--- src/rtl/fetch_queue.sv ---
// fetch_queue: credit-limited instruction fetch front end with an in-order
// response queue and redirect flush that drops late responses.
module fetch_queue #(
    parameter int                    DATA_WIDTH = 32,
    parameter int                    DEPTH      = 4,
    parameter logic [DATA_WIDTH-1:0] RESET_PC   = 32'h0000_0000
) (
    input  logic                  clk,
    input  logic                  rst,
    input  logic                  start_i,
    output logic                  imem_req_valid_o,
    input  logic                  imem_req_ready_i,
    output logic [DATA_WIDTH-1:0] imem_addr_o,
    input  logic                  imem_rsp_valid_i,
    input  logic [DATA_WIDTH-1:0] imem_rsp_data_i,
    output logic                  instr_valid_o,
    output logic [DATA_WIDTH-1:0] instr_o,
    output logic [DATA_WIDTH-1:0] instr_pc_o,
    input  logic                  instr_ready_i,
    input  logic                  redirect_i,
    input  logic [DATA_WIDTH-1:0] redirect_pc_i
);
    localparam int CW = $clog2(DEPTH + 1);
    localparam int AW = $clog2(DEPTH);

    typedef enum logic [1:0] {IDLE, FETCH, FLUSH} state_t;

    state_t                  state;
    logic                    started;
    logic [DATA_WIDTH-1:0]   fetch_pc, rsp_pc, rpc;
    logic [CW-1:0]           outst, occ, disc, outst_nxt;
    logic [AW-1:0]           head, tail;
    logic [DATA_WIDTH-1:0]   mem_d [DEPTH];
    logic [DATA_WIDTH-1:0]   mem_p [DEPTH];
    logic                    acc, pop, keep, flush;

    assign imem_req_valid_o = (state == FETCH) && (({1'b0, outst} + {1'b0, occ}) < (CW + 1)'(DEPTH));
    assign imem_addr_o      = fetch_pc;
    assign instr_valid_o    = occ != '0;
    assign instr_o          = mem_d[head];
    assign instr_pc_o       = mem_p[head];
    assign acc              = imem_req_valid_o && imem_req_ready_i;
    assign pop              = instr_valid_o && instr_ready_i;
    assign flush            = redirect_i && state != IDLE;
    assign keep             = imem_rsp_valid_i && disc == '0 && !flush;
    assign rpc              = redirect_pc_i & ~DATA_WIDTH'(3);
    // Everything still in flight after this cycle is stale once a redirect lands.
    assign outst_nxt        = outst + CW'(acc) - CW'(imem_rsp_valid_i);

    always_ff @(posedge clk) begin
        if (keep) begin
            mem_d[tail] <= imem_rsp_data_i;
            mem_p[tail] <= rsp_pc;
        end
    end

    always_ff @(posedge clk or posedge rst) begin
        if (rst) begin
            state    <= IDLE;
            started  <= 1'b0;
            fetch_pc <= RESET_PC;
            rsp_pc   <= RESET_PC;
            outst    <= '0;
            occ      <= '0;
            disc     <= '0;
            head     <= '0;
            tail     <= '0;
        end else begin
            started <= started | start_i;
            outst   <= outst_nxt;
            if (flush) begin
                fetch_pc <= rpc;
                rsp_pc   <= rpc;
                occ      <= '0;
                head     <= '0;
                tail     <= '0;
                disc     <= outst_nxt;
                state    <= outst_nxt != '0 ? FLUSH : FETCH;
            end else begin
                if (acc) fetch_pc <= fetch_pc + DATA_WIDTH'(4);
                if (keep) begin
                    rsp_pc <= rsp_pc + DATA_WIDTH'(4);
                    tail   <= tail + 1'b1;
                end
                if (pop) head <= head + 1'b1;
                occ <= occ + CW'(keep) - CW'(pop);
                if (imem_rsp_valid_i && disc != '0) disc <= disc - 1'b1;
                state <= state == IDLE ? ((start_i || started) ? FETCH : IDLE) :
                         (state == FLUSH && imem_rsp_valid_i && disc == CW'(1)) ? FETCH : state;
            end
        end
    end
endmodule

--- config.mk ---
export PLATFORM = sky130hd
export DESIGN_NAME = fetch_queue
export DESIGN_NICKNAME = d
export VERILOG_FILES = /design/src/rtl/fetch_queue.sv
export SDC_FILE = /design/constraint.sdc
export NUM_CORES = 1
export LEC_CHECK = 0
export BUFFER_PORTS_ARGS = -buffer_cell sky130_fd_sc_hd__buf_2
export CORE_ASPECT_RATIO = 0.7
export CORE_MARGIN = 4
export CORE_UTILIZATION = 49
export DETAILED_ROUTE_END_ITERATION = 8
export PLACE_DENSITY_LB_ADDON = 0.12
export SLEW_MARGIN = 20
export SYNTH_ARGS = -nofsm -noshare
export SYNTH_HDL_FRONTEND = slang
export SYNTH_SLANG_ARGS = --single-unit
--- constraint.sdc ---
create_clock -name clk -period 9.1 [get_ports clk]
set_input_delay 0.455 -clock clk [delete_from_list [all_inputs] [get_ports clk]]
set_output_delay 0.455 -clock clk [all_outputs]
set_load 0.1 [all_outputs]
---- Word level (Yosys, flattened, before mapping) ----
Memories as Yosys holds them, arrays and structs flattened.
Index checks and enable logic that the tools add are counted.
word-level totals
  output and inout port bits .............. 98
  register bits after elaboration ......... 80
  logic and storage cells ................. 66
  bits in writable memories ............... 256
  bits of input ports ..................... 71
  memories ................................ 2
cells by class
  eq/ne operators ......................... 3
  $add $sub $neg .......................... 10
  muxes and demuxes ....................... 18
  bitwise logic cells ..................... 1
  $lt $le $gt $ge ......................... 1
  reduce and logical (&&, ||, !) cells .... 22
memories
  name   words  width  read ports  clocked after memory_dff  write ports  line  text
  mem_d  4      32     1           0                         1            33    logic [DATA_WIDTH-1:0] mem_d [DEPTH];
  mem_p  4      32     1           0                         1            34    logic [DATA_WIDTH-1:0] mem_p [DEPTH];
operators with widths
  cell                                                        count
  2-to-1 mux 32 bit                                           4
  adder 32 x 3 -> 32 bit, second input constant               2
  2-to-1 mux 2 bit                                            8
  nonzero test 3 bit                                          4
  nonzero test 2 bit                                          5
  logical AND 1 bit                                           9
  2-to-1 mux 3 bit                                            3
  adder 3 x 1 -> 3 bit                                        2
  subtractor 3 x 1 -> 3 bit                                   2
  adder 2 x 1 -> 2 bit, second input constant                 2
  adder 3 x 3 -> 4 bit                                        1
  less-than comparator 4 x 3 -> 1 bit, second input constant  1
  equality test 3 x 1 -> 1 bit, second input constant         1
  zero test 3 bit                                             1
  2-to-1 mux 1 bit                                            3
  subtractor 3 x 1 -> 3 bit, second input constant            1
  equality test 2 x 1 -> 1 bit, second input constant         1
  equality test 2 bit, second input constant                  1
  zero test 2 bit                                             1
  zero test 1 bit                                             1
  logical OR 1 bit                                            1
  bitwise OR 1 bit                                            1

---- Longest topological paths before layout ----
Gate-level depths: netlist (run 1).
  depth in word-level cells ............... 9
  mapped depth ............................ 14
  gate-level depth less buffers ........... 12

---- Worst setup path after synthesis (run 1) ----
Ideal clock, no wire load.
  path kind ............................... register to register
  start point ............................. reg disc[0]
  end point ............................... mem mem_d[0][0] (enable)
  clock period less this slack ............ 3,194 ps
  arrival ................................. 2,767 ps
  setup time .............................. 427 ps
  buffers on the path ..................... 2
  slack ................................... 5,906 ps
  stages on the path, launching flop included .. 7
  data required time ...................... 8,673 ps
  path through ............................ dfrtp_1 inv_1 ha_1 and3b_1 clkbuf_2 clkbuf_1 and3_1
on the way
  cells in the longest elaborated chain, start to end .. 5
ends and longest elaborated chain
  element                                 line  text
  start, declared                         31    logic [CW-1:0] outst, occ, disc, outst_nxt;
  start signal, assigned                  77    disc <= outst_nxt;
  start signal, assigned                  87    if (imem_rsp_valid_i && disc != '0) disc <= disc - 1'b1;
  zero test 3 bit                         45    assign keep = imem_rsp_valid_i && disc == '0 && !flush;
  logical AND 1 bit (2 in series)         45
  2-to-1 mux 1 bit                        51    if (keep) begin
  2-to-1 mux 1 bit (implied by the code)  52    mem_d[tail] <= imem_rsp_data_i;
  end, declared                           33
No other way between the ends.

---- Worst setup path after layout (run 1) ----
  start point ............................. reg head[0]
  end point ............................... out instr_o[12]
on the way
  cells in the longest elaborated chain, start to end .. 1
ends and longest elaborated chain
  element                   line  text
  start, declared           32    logic [AW-1:0] head, tail;
  start signal, assigned    85    if (pop) head <= head + 1'b1;
  memory read (4 x 32 bit)  n/a
  end, declared             17    output logic [DATA_WIDTH-1:0] instr_o,
No other way between the ends.

==> summary.md, run 1 <==
| Metric | Value |
|---|---|
| Startpoint Class | `register` |
| Synth Warn # | `0` |
| Maxcap violations | `0` |
| Post-synth EDFFs | `248` |
| Die area | `29,800 µm²` |
| CTS Hold Bufs | `0` |
| # port buffers | `162` |
| Vias per cell | `5.44` |
| DIE WIDTH | `205 µm` |
| Register area share after synthesis | `70.4%` |
| Synth area leaders | `edfxtp_1 (56%), dfrtp_1 (14%), mux4_2 (11%)` |
| # rows | `50` |
| R2r endpoint | `state[1]` |
| Yosys reg bits | `324` |
| Worst reg-to-reg setup slack | `5800 ps` |
| Worst EP arrival | `3020 ps` |
| Delay-heaviest family, CP | `buffers and inverters` |
| Drt total wl | `27,500 µm` |
| Root Driver | `clkbuf_16` |
| Syn avg cell area | `16.8 µm²` |
| Mapped Cells | `791` |
| Fin worst setup slack | `5620 ps` |
| Detailed Routing Iterations Pass 1 | `4` |
| Initial antenna violation count | `0` |
| Nets | `1,047` |
| Post-cts gate resize count | `0` |
| Max_slew headroom | `37.2%` |
| Outcome | `finished clean` |
| Number of DRC markers in iteration 0 | `409` |
| Gp weighted congestion | `0.780` |
| Pre-CTS WS | `5810 ps` |
| N_diodes | `0` |
| Crit path required time | `8650 ps` |
| CP Capture Type | `primary output` |
| DPL Wire Length | `17,200 µm` |
| First-pass GRT wire length | `44,000 µm` |
| Worst path cell trace | `buf_4 > mux4_2 > buf_2` |
| Top-count cell post-synth | `edfxtp_1` |
| Worst slew pin tran | `942 ps` |
| Synthesized area | `13,300 µm²` |
| Vias in the first global route | `7,547` |
| Setup TNS Final | `0 ps` |
| Final setup viols | `0` |
| GRT Overall Usage | `18.7%` |
| Synth top area share | `56.1%` |
| Num CTS Buffers | `31` |
| FF-to-FF Start | `outst[2]` |
| CP Class | `register to primary output` |
| I/O Pins | `169` |
| Grt ovf | `0` |
| RSZ-0062 raised after global routing | `no` |
| Main synth FF type | `edfxtp_1` |
| Routed Antenna Nets | `0` |
| Largest net degree at the start of global routing | `92` |
| Ys async rst share | `23.5%` |
| Layout area overhead | `16.3%` |
| Synth area leader | `edfxtp_1` |
| Drt wl/cell | `20.4 µm` |
| Die H | `146 µm` |
| CTS tree | `yes` |
| # DRC | `0` |
| Longest Clk Path Bufs | `3` |
| Crit path max fanout | `45` |
| Clk Latency, worst-skew pair | `550 ps` |
| Worst hold path class | `input pin to async pin` |
| Final Cycle Share | `38.2%` |
| CP max-delay cell | `buf_4` |
| Clk sinks | `324` |
| Post-synth top cells | `edfxtp_1 (248), dfrtp_1 (76), mux4_2 (62)` |
| Layout cells sized above 1 | `31.0%` |
| Worst clock skew | `6.51 ps` |
| Worst-path clk slew | `60 ps` |
| Max incr delay on CP | `780 ps` |
| Area of the core | `26,700 µm²` |
| Worst Reg-to-Reg Cells | `12` |
| Initial core utilization | `49.7%` |
| Max Freq | `288 MHz` |
| Number of distinct library cells after synthesis | `46` |
| Vias | `7,321` |
| Minimum clock period | `3480 ps` |
| H-tree depth | `1` |
| Final hold viol count | `0` |
| Post-CTS setup buffers | `0` |
| Final Max Tran Viols | `0` |
| WHS | `32.0 ps` |
| WP buf/inv | `2` |
==> registers in the layout, summed over array words and instances (netlist names) <==
register / flops
started: 1
outst: 3
tail: 2
head: 2
state: 2
mem_d: 128
disc: 3
rsp_pc: 30
occ: 3
imem_addr_o: 30
mem_p: 120
==> worst max-delay path by stage <==
stage,end,slack (ps),from,depth (start not counted)
final,instr_o[12],5620,head[0],3
after global routing,instr_pc_o[12],5360,head[0],3
after CTS,instr_pc_o[12],5490,head[0],3
after detailed placement,state[1],5810,occ[2],12
after global placement,state[1],5860,outst[2],12
after floorplan,mem_d[0][0],5910,disc[0],6
==> area by class of cell <==
| type | count | area [µm²] |
|---|---|---|
| Multi-Input combinational cell | 405 | 3660 |
| Inverter | 26 | 100 |
| Fill cell | 2089 | 11300 |
| Clock buffer | 38 | 812 |
| Tap cell | 364 | 455 |
| Clock inverter | 19 | 163 |
| Sequential cell | 324 | 9350 |
| Timing Repair Buffer | 171 | 891 |
==> metal layers <==
metal	vias to the layer above	track usage (%)	share of wire (%)
met5	-	0	0
met4	0	2.91	1.3
met3	28	3.30	6.4
met2	218	26.6	43
met1	3714	31.0	50
li1	3361	-	-
==> tightest hold or removal path, stage by stage <==
cell	delay, ps
buf_2	100
inv_2	30
buf_4	460
==> layout by cell type, fill, tap and decap left out, types with 4 or more instances in the layout <==
cell type,count
o21ai_0,7
conb_1,4
nand4_1,9
mux4_2,62
nor4_2,11
and3_1,10
clkinv_1,9
nor2_1,46
nand3_1,17
buf_4,8
and4_1,5
clkinv_2,6
buf_2,162
ha_1,15
inv_1,24
dfrtp_1,74
edfxtp_1,248
and3_2,4
nor3_1,17
nand2_1,37
nor4_1,9
clkbuf_1,6
a21oi_1,55
xnor2_1,55
clkbuf_16,31
xor2_1,9
and2_1,4
==> metrics by stage <==
stage               utilization [%]  area (µm²)  std cells
floorplan                         -       13300        794
finish                         57.8       15400       1347
global placement               54.1       14400       1289
global route                   57.8       15400       1347
CTS                            57.7       15400       1346
detailed placement             54.1       14400       1289
==> logic make-up after synthesis <==
kind of cell               Yosys count  share of synthesized area [%]
DFF                                324                           70.4
other                                1                         0.0283
AOI/OAI and AO/OA                   72                           2.89
buffers and inverters               65                           2.20
adders and majority gates           17                           1.72
muxes                               62                           10.5
xor gates and xnor gates            64                           4.22
and+or+nand+nor                    186                           7.99
Power of run 1 is not shown: default switching activity piles up to over one toggle a cycle in this logic, so the estimate is an artifact.
==> run 2: changes to the inputs <==
--- a/config.mk
+++ b/config.mk
@@ -5,6 +5,7 @@
 export SDC_FILE = /design/constraint.sdc
 export NUM_CORES = 1
 export LEC_CHECK = 0
+export ABC_AREA = 1
 export BUFFER_PORTS_ARGS = -buffer_cell sky130_fd_sc_hd__buf_2
 export CORE_ASPECT_RATIO = 0.7
 export CORE_MARGIN = 4
==> constraint.sdc (replaced) <==
create_clock -name clk -period 3.29 [get_ports clk]
set_input_delay 0.1645 -clock clk [delete_from_list [all_inputs] [get_ports clk]]
set_output_delay 0.1645 -clock clk [all_outputs]
set_load 0.1 [all_outputs]
==> run 2 against run 1 <==
Effect of this change: routed wire length grew 32%; cell count grew 51%; flip-flop and latch count is the same; clock skew grew 0.82 ps; final area grew 13%; highest routed layer unchanged; sequential share of layout area shrank 6.8 points; hold slack gained 0.54 ps; die area grew 8.6%; non-clock buffer count grew 78; count of clock-buffer cells in the layout shrank 4; via count grew 48%.
==> summary.md, run 2 <==
| Metric | Value |
|---|---|
| Outcome | `finished clean` |
| Biggest regs | `mem_d: 128 flops, mem_p: 120 flops` |
| Number of distinct library cells after synthesis | `37` |
| Synth Warn # | `0` |
| Top-count cell post-synth | `edfxtp_1` |
| Fin area | `17,400 µm²` |
| Max incr delay on CP | `570 ps` |
| Ys async rst share | `23.5%` |
| Synth top area share | `51.5%` |
| Detailed Routing Iterations Pass 1 | `6` |
| Largest net degree at the start of global routing | `73` |
| First-pass GRT wire length | `56,200 µm` |
| Worst reg-to-reg setup slack | `690 ps` |
| Worst path cell trace | `buf_4 > o21ai_0 > o22ai_1 > buf_2` |
| Max Freq | `358 MHz` |
| Grt ovf | `0` |
| Post-synth EDFFs | `248` |
| Startpoint Class | `register` |
| M1 wire length | `17,100 µm` |
| H-tree depth | `1` |
| Post-CTS setup buffers | `0` |
| Synth area leaders | `edfxtp_1 (51%), dfrtp_1 (13%), nor2_1 (6.4%)` |
| Highest Signal Layer | `met4` |
| Num CTS Buffers | `31` |
| Layout area overhead | `20.2%` |
| Layout cells sized above 1 | `16.7%` |
| Die H | `152 µm` |
| Nets | `1,719` |
| Final Cycle Share | `85.0%` |
| Commonest non-fill, non-tap cell in the layout | `edfxtp_1` |
| Hold depth | `5` |
| Register area share after synthesis | `64.6%` |
| CTS Hold Bufs | `66` |
| WL met3 | `2490 µm` |
| Minimum clock period | `2800 ps` |
| Die area | `32,400 µm²` |
| CTS tree | `yes` |
| Number of DRC markers in iteration 0 | `870` |
| Area of the core | `29,000 µm²` |
| CP Capture Type | `primary output` |
| Yosys reg bits | `324` |
| GRT Overall Usage | `22.0%` |
| DIE WIDTH | `213 µm` |
| Vias in the first global route | `10.2k` |
| Initial antenna violation count | `0` |
| Final Max Tran Viols | `0` |
| Maxcap violations | `0` |
| Gp weighted congestion | `0.941` |
| Crit path required time | `3130 ps` |
| Vias | `10.8k` |
| FF-to-FF Start | `outst[1]` |
| Hold path startpoint | `redirect_pc_i[27]` |
| Met2 WL post-DR | `16,100 µm` |
| I/O Pins | `169` |
| R2r endpoint | `disc[2]` |
| WHS | `32.6 ps` |
| Final hold viol count | `0` |
| Synthesized area | `14,500 µm²` |
| # rows | `52` |
| Max FFs per register | `128` |
| DP Area | `15,700 µm²` |
| Worst-case hold path end point | `rsp_pc[27]` |
| Final setup viols | `0` |
| Top reg by flops | `mem_d` |
| Clk sinks | `324` |
| CP max-delay cell | `buf_4` |
| Root Driver | `clkbuf_16` |
| Crit path max fanout | `72` |
| Initial core utilization | `49.9%` |
| Worst-path clk slew | `70 ps` |
| Vias per cell | `5.33` |
| Most frequent cells in the layout | `edfxtp_1 (248), nor2_1 (243), nand2_1 (242), buf_2 (162), o21ai_0 (148)` |
| N_diodes | `0` |
| Synth area leader | `edfxtp_1` |
| Worst clock skew | `7.33 ps` |
| Drt wl/cell | `17.9 µm` |
| Worst EP arrival | `2630 ps` |
| Post-cts gate resize count | `0` |
| Utilization after layout | `60.0%` |
| Worst slew pin tran | `723 ps` |
| # DRC | `0` |
| Drt total wl | `36,400 µm` |
| DPL Wire Length | `22,700 µm` |
| Post-synth top cells | `edfxtp_1 (248), nor2_1 (247), nand2_1 (242)` |
| Mapped Cells | `1,410` |
| Routed Antenna Nets | `0` |
| Syn avg cell area | `10.3 µm²` |
| Max_slew headroom | `51.8%` |
| Worst hold path class | `input pin to register` |
| CP Class | `register to primary output` |
| Longest Clk Path Bufs | `3` |
| RSZ-0062 raised after global routing | `no` |
| Main synth FF type | `edfxtp_1` |
| Clk Latency, worst-skew pair | `560 ps` |
| # port buffers | `162` |
| Worst Reg-to-Reg Cells | `14` |
[run 2: cell count changes in the layout (fill, tap and decap cells not counted), moves of 10 or more]
cell,previous run,this run
buf_4,8,18
dlygate4sd3_1,0,66
nor2_1,46,243
nand3_1,17,75
nor4_2,11,0
o22ai_1,0,63
inv_1,24,99
nor2_4,0,20
and3_1,10,0
mux4_2,62,0
nor3_1,17,2
nand2_1,37,242
xnor2_1,55,3
o21ai_0,7,148
[run 2: area by class of cell]
| type | count | area, µm² |
|---|---|---|
| well taps | 378 | 473 |
| clock inverters | 22 | 269 |
| clock buffers | 34 | 787 |
| fillers | 2477 | 11600 |
| repair buffers | 249 | 1670 |
| multi-input cells | 919 | 4440 |
| flip-flops and latches | 324 | 9350 |
| inverters | 106 | 404 |
[run 2: how the worst max path moves through the flow]
stage	cells after the start	slack [ps]	start	end
after floorplan	8	-970	disc[0]	mem_d[0][0]
after detailed placement	14	680	outst[1]	disc[2]
after global placement	13	700	outst[2]	disc[2]
after CTS	4	470	head[0]	instr_pc_o[30]
final	4	490	head[0]	instr_pc_o[30]
after global routing	4	370	head[0]	instr_pc_o[30]
[run 2: kinds of logic (layout without fill, tap and decap cells)]
group           after synthesis  count (layout)  synth area share, %
flops                       324             324                 64.6
compound gates              284             284                 10.7
fa+ha+maj                    17              17                 1.57
other cells                   1               4               0.0259
simple gates                604             604                 17.6
xor+xnor                     10              10                0.605
buf+inv                     170             411                 4.97
[run 2: metal layers]
layer / vias up / GRT usage [%]
met1: 5189 / 33.4
met2: 330 / 33.4
met5: - / 0
met3: 48 / 4.18
li1: 5271 / -
met4: 0 / 4.48
[run 2: critical path: cells and delay by family (launching register included)]
kind | cells | cell delay, ps
compound gates | 2 | 540
flops | 1 | 440
buf+inv | 2 | 1070
[run 2: metrics by stage]
stage | std cells | setup WS [ps] | setup TNS, ps
floorplan | 1413 | -966 | -239660
global placement | 1910 | 703 | 0
detailed placement | 1910 | 684 | 0
CTS | 2032 | 468 | 0
global route | 2032 | 374 | 0
finish | 2032 | 494 | 0
Power of run 2 is left out for the same reason.
==> run 3: changes to the inputs <==
--- a/config.mk
+++ b/config.mk
@@ -5,7 +5,7 @@
 export SDC_FILE = /design/constraint.sdc
 export NUM_CORES = 1
 export LEC_CHECK = 0
-export ABC_AREA = 1
+export ABC_AREA = 0
 export BUFFER_PORTS_ARGS = -buffer_cell sky130_fd_sc_hd__buf_2
 export CORE_ASPECT_RATIO = 0.7
 export CORE_MARGIN = 4
==> constraint.sdc (replaced) <==
create_clock -name clk -period 2.51 [get_ports clk]
set_input_delay 0.1255 -clock clk [delete_from_list [all_inputs] [get_ports clk]]
set_output_delay 0.1255 -clock clk [all_outputs]
set_load 0.1 [all_outputs]
==> run 3 against run 2 <==
Effect of this change: the run now ends with negative setup slack left; final area is 5.2% lower; hold slack better by 23 ps; critical path depth is 8 higher; clock skew is 7.4 ps higher; highest routed layer unchanged.
==> summary.md, run 3 (same netlist as run 1, synthesis figures left out) <==
| Metric | Value |
|---|---|
| Max FFs per register | `128` |
| CP Class | `register to register` |
| Worst Reg-to-Reg Cells | `12` |
| Vias in the first global route | `7,797` |
| Utilization after layout | `61.7%` |
| Minimum clock period | `2670 ps` |
| Biggest regs | `mem_d: 128 flops, mem_p: 120 flops` |
| Initial core utilization | `49.7%` |
| Drt total wl | `27,800 µm` |
| N_diodes | `0` |
| # rows | `50` |
| Layout cells sized above 1 | `32.0%` |
| # DRC | `0` |
| Max Freq | `374 MHz` |
| Crit path required time | `2950 ps` |
| M1 wire length | `13,800 µm` |
| I/O Pins | `169` |
| Area of the core | `26,700 µm²` |
| Vias | `7,595` |
| # port buffers | `162` |
| Worst clock skew | `14.7 ps` |
| Final Cycle Share | `106%` |
| Met2 WL post-DR | `12,100 µm` |
| Outcome | `complete, but fails checks` |
| CP max-delay cell | `dfrtp_1` |
| Clk Latency, worst-skew pair | `540 ps` |
| Worst EP arrival | `3110 ps` |
| Violated checks | `negative setup slack` |
| Cell count after placement | `1,316` |
| Highest Signal Layer | `met4` |
| Clk sinks | `324` |
| Grt ovf | `0` |
| Register Area | `9350 µm²` |
| Most frequent cells in the layout | `edfxtp_1 (248), buf_2 (162), dfrtp_1 (74), dlygate4sd3_1 (65), mux4_2 (62)` |
| Crit path max fanout | `2` |
| # fillers | `2,018` |
| Detailed Routing Iterations Pass 1 | `4` |
| First-pass GRT wire length | `44,400 µm` |
| CTS tree | `yes` |
| Maxcap violations | `0` |
| Layout area overhead | `24.2%` |
| DIE WIDTH | `205 µm` |
| Worst hold path class | `input pin to async pin` |
| Final Max Tran Viols | `0` |
| Nets | `1,142` |
| GRT Overall Usage | `18.7%` |
| Drt wl/cell | `19.2 µm` |
| Fin worst setup slack | `-162 ps` |
| Multi-input combinational cell area | `3730 µm²` |
| Num CTS Buffers | `31` |
| Max incr delay on CP | `390 ps` |
| Final hold viol count | `0` |
| Die area | `29,800 µm²` |
| H-tree depth | `1` |
| Routed Antenna Nets | `0` |
| Final setup viols | `3` |
| RSZ-0062 raised after global routing | `yes` |
| Setup TNS Final | `-276 ps` |
| Startpoint Class | `register` |
| Vias per cell | `5.27` |
| DPL Wire Length | `17,900 µm` |
| Non-Filler Instances | `1,442` |
| Number of DRC markers in iteration 0 | `475` |
| Worst slew pin tran | `544 ps` |
| WL met3 | `1460 µm` |
| Commonest non-fill, non-tap cell in the layout | `edfxtp_1` |
| Root Driver | `clkbuf_16` |
| WHS | `55.6 ps` |
| Longest Clk Path Bufs | `3` |
| Top reg by flops | `mem_d` |
| Initial antenna violation count | `0` |
| Worst-path clk slew | `60 ps` |
| Die H | `146 µm` |
| CP Capture Type | `register` |
| Max_slew headroom | `63.6%` |
| Gp weighted congestion | `0.771` |
| Worst path cell trace | `ha_2 > nor4_4 > and4_4 > inv_6 > ha_4 > inv_2 > ha_4 > inv_2 > fa_1 > xnor2_1 > o31a_1 > a21o_1` |
| Largest net degree at the start of global routing | `88` |
==> run 3: changes by cell type in the layout (fill, tap and decap cells not counted), moves of 10 or more <==
cell | previous run | this run
and3_1 | 0 | 10
nor4_2 | 0 | 10
nor2_4 | 20 | 0
o22ai_1 | 63 | 0
nand3_1 | 75 | 17
mux4_2 | 0 | 62
nor3_1 | 2 | 17
xnor2_1 | 3 | 55
nor2_1 | 243 | 46
inv_1 | 99 | 22
nand2_1 | 242 | 37
o21ai_0 | 148 | 7
==> run 3: path summary, 6_finish.rpt <==
check / from / end / slack, ps
max: outst[1] / state[1] / -160
min reg2reg: started / started / 460
max reg2reg: outst[1] / state[1] / -160
min in group clk: imem_rsp_valid_i / disc[2] / 60
max in group asynchronous: rst / head[0] / 1870
min: rst / imem_addr_o[6] / 60
==> run 3: repair_timing <==
action | in CTS | in global routing
gates resized for setup | 2 | 3
buffers inserted | 4 | 0
gates cloned | 0 | 0
pin swaps | 1 | 4
hold endpoints to repair | 266 | 0
endpoints found under the setup margin | 13 | 7
hold buffers | 65 | 0
==> run 3: through the flow <==
stage	area (µm²)	setup WS, ps
after floorplan	13400	-281
after global placement	14800	-175
after detailed placement	14800	-207
after CTS	16500	-195
after global routing	16500	-281
final	16500	-162
==> run 3: worst max-delay path, delay by kind of cell (launching register included) <==
family                   cells  cell delay, ps
adder cells (fa/ha/maj)      4             900
AND/OR/NAND/NOR              2             560
AO/OA/AOI/OAI                2             430
flip-flops                   1             390
XOR/XNOR                     1             160
buffers and inverters        3             130
==> run 3: layout make-up <==
| cell class | count | area share [%] |
|---|---|---|
| clock buffers | 47 | 5.37 |
| clock inverters | 10 | 0.319 |
| inverters | 26 | 0.622 |
| multi-input cells | 405 | 22.6 |
| flip-flops and latches | 324 | 56.7 |
| well taps | 364 | 2.76 |
| repair buffers | 266 | 11.5 |
==> run 3: layer usage <==
layer | vias to the layer above | GRT usage, %
met5 | - | 0
met4 | 0 | 3.15
met3 | 30 | 2.67
li1 | 3544 | -
met1 | 3805 | 30.8
met2 | 216 | 27.3
Power of run 3 is left out for the same reason.
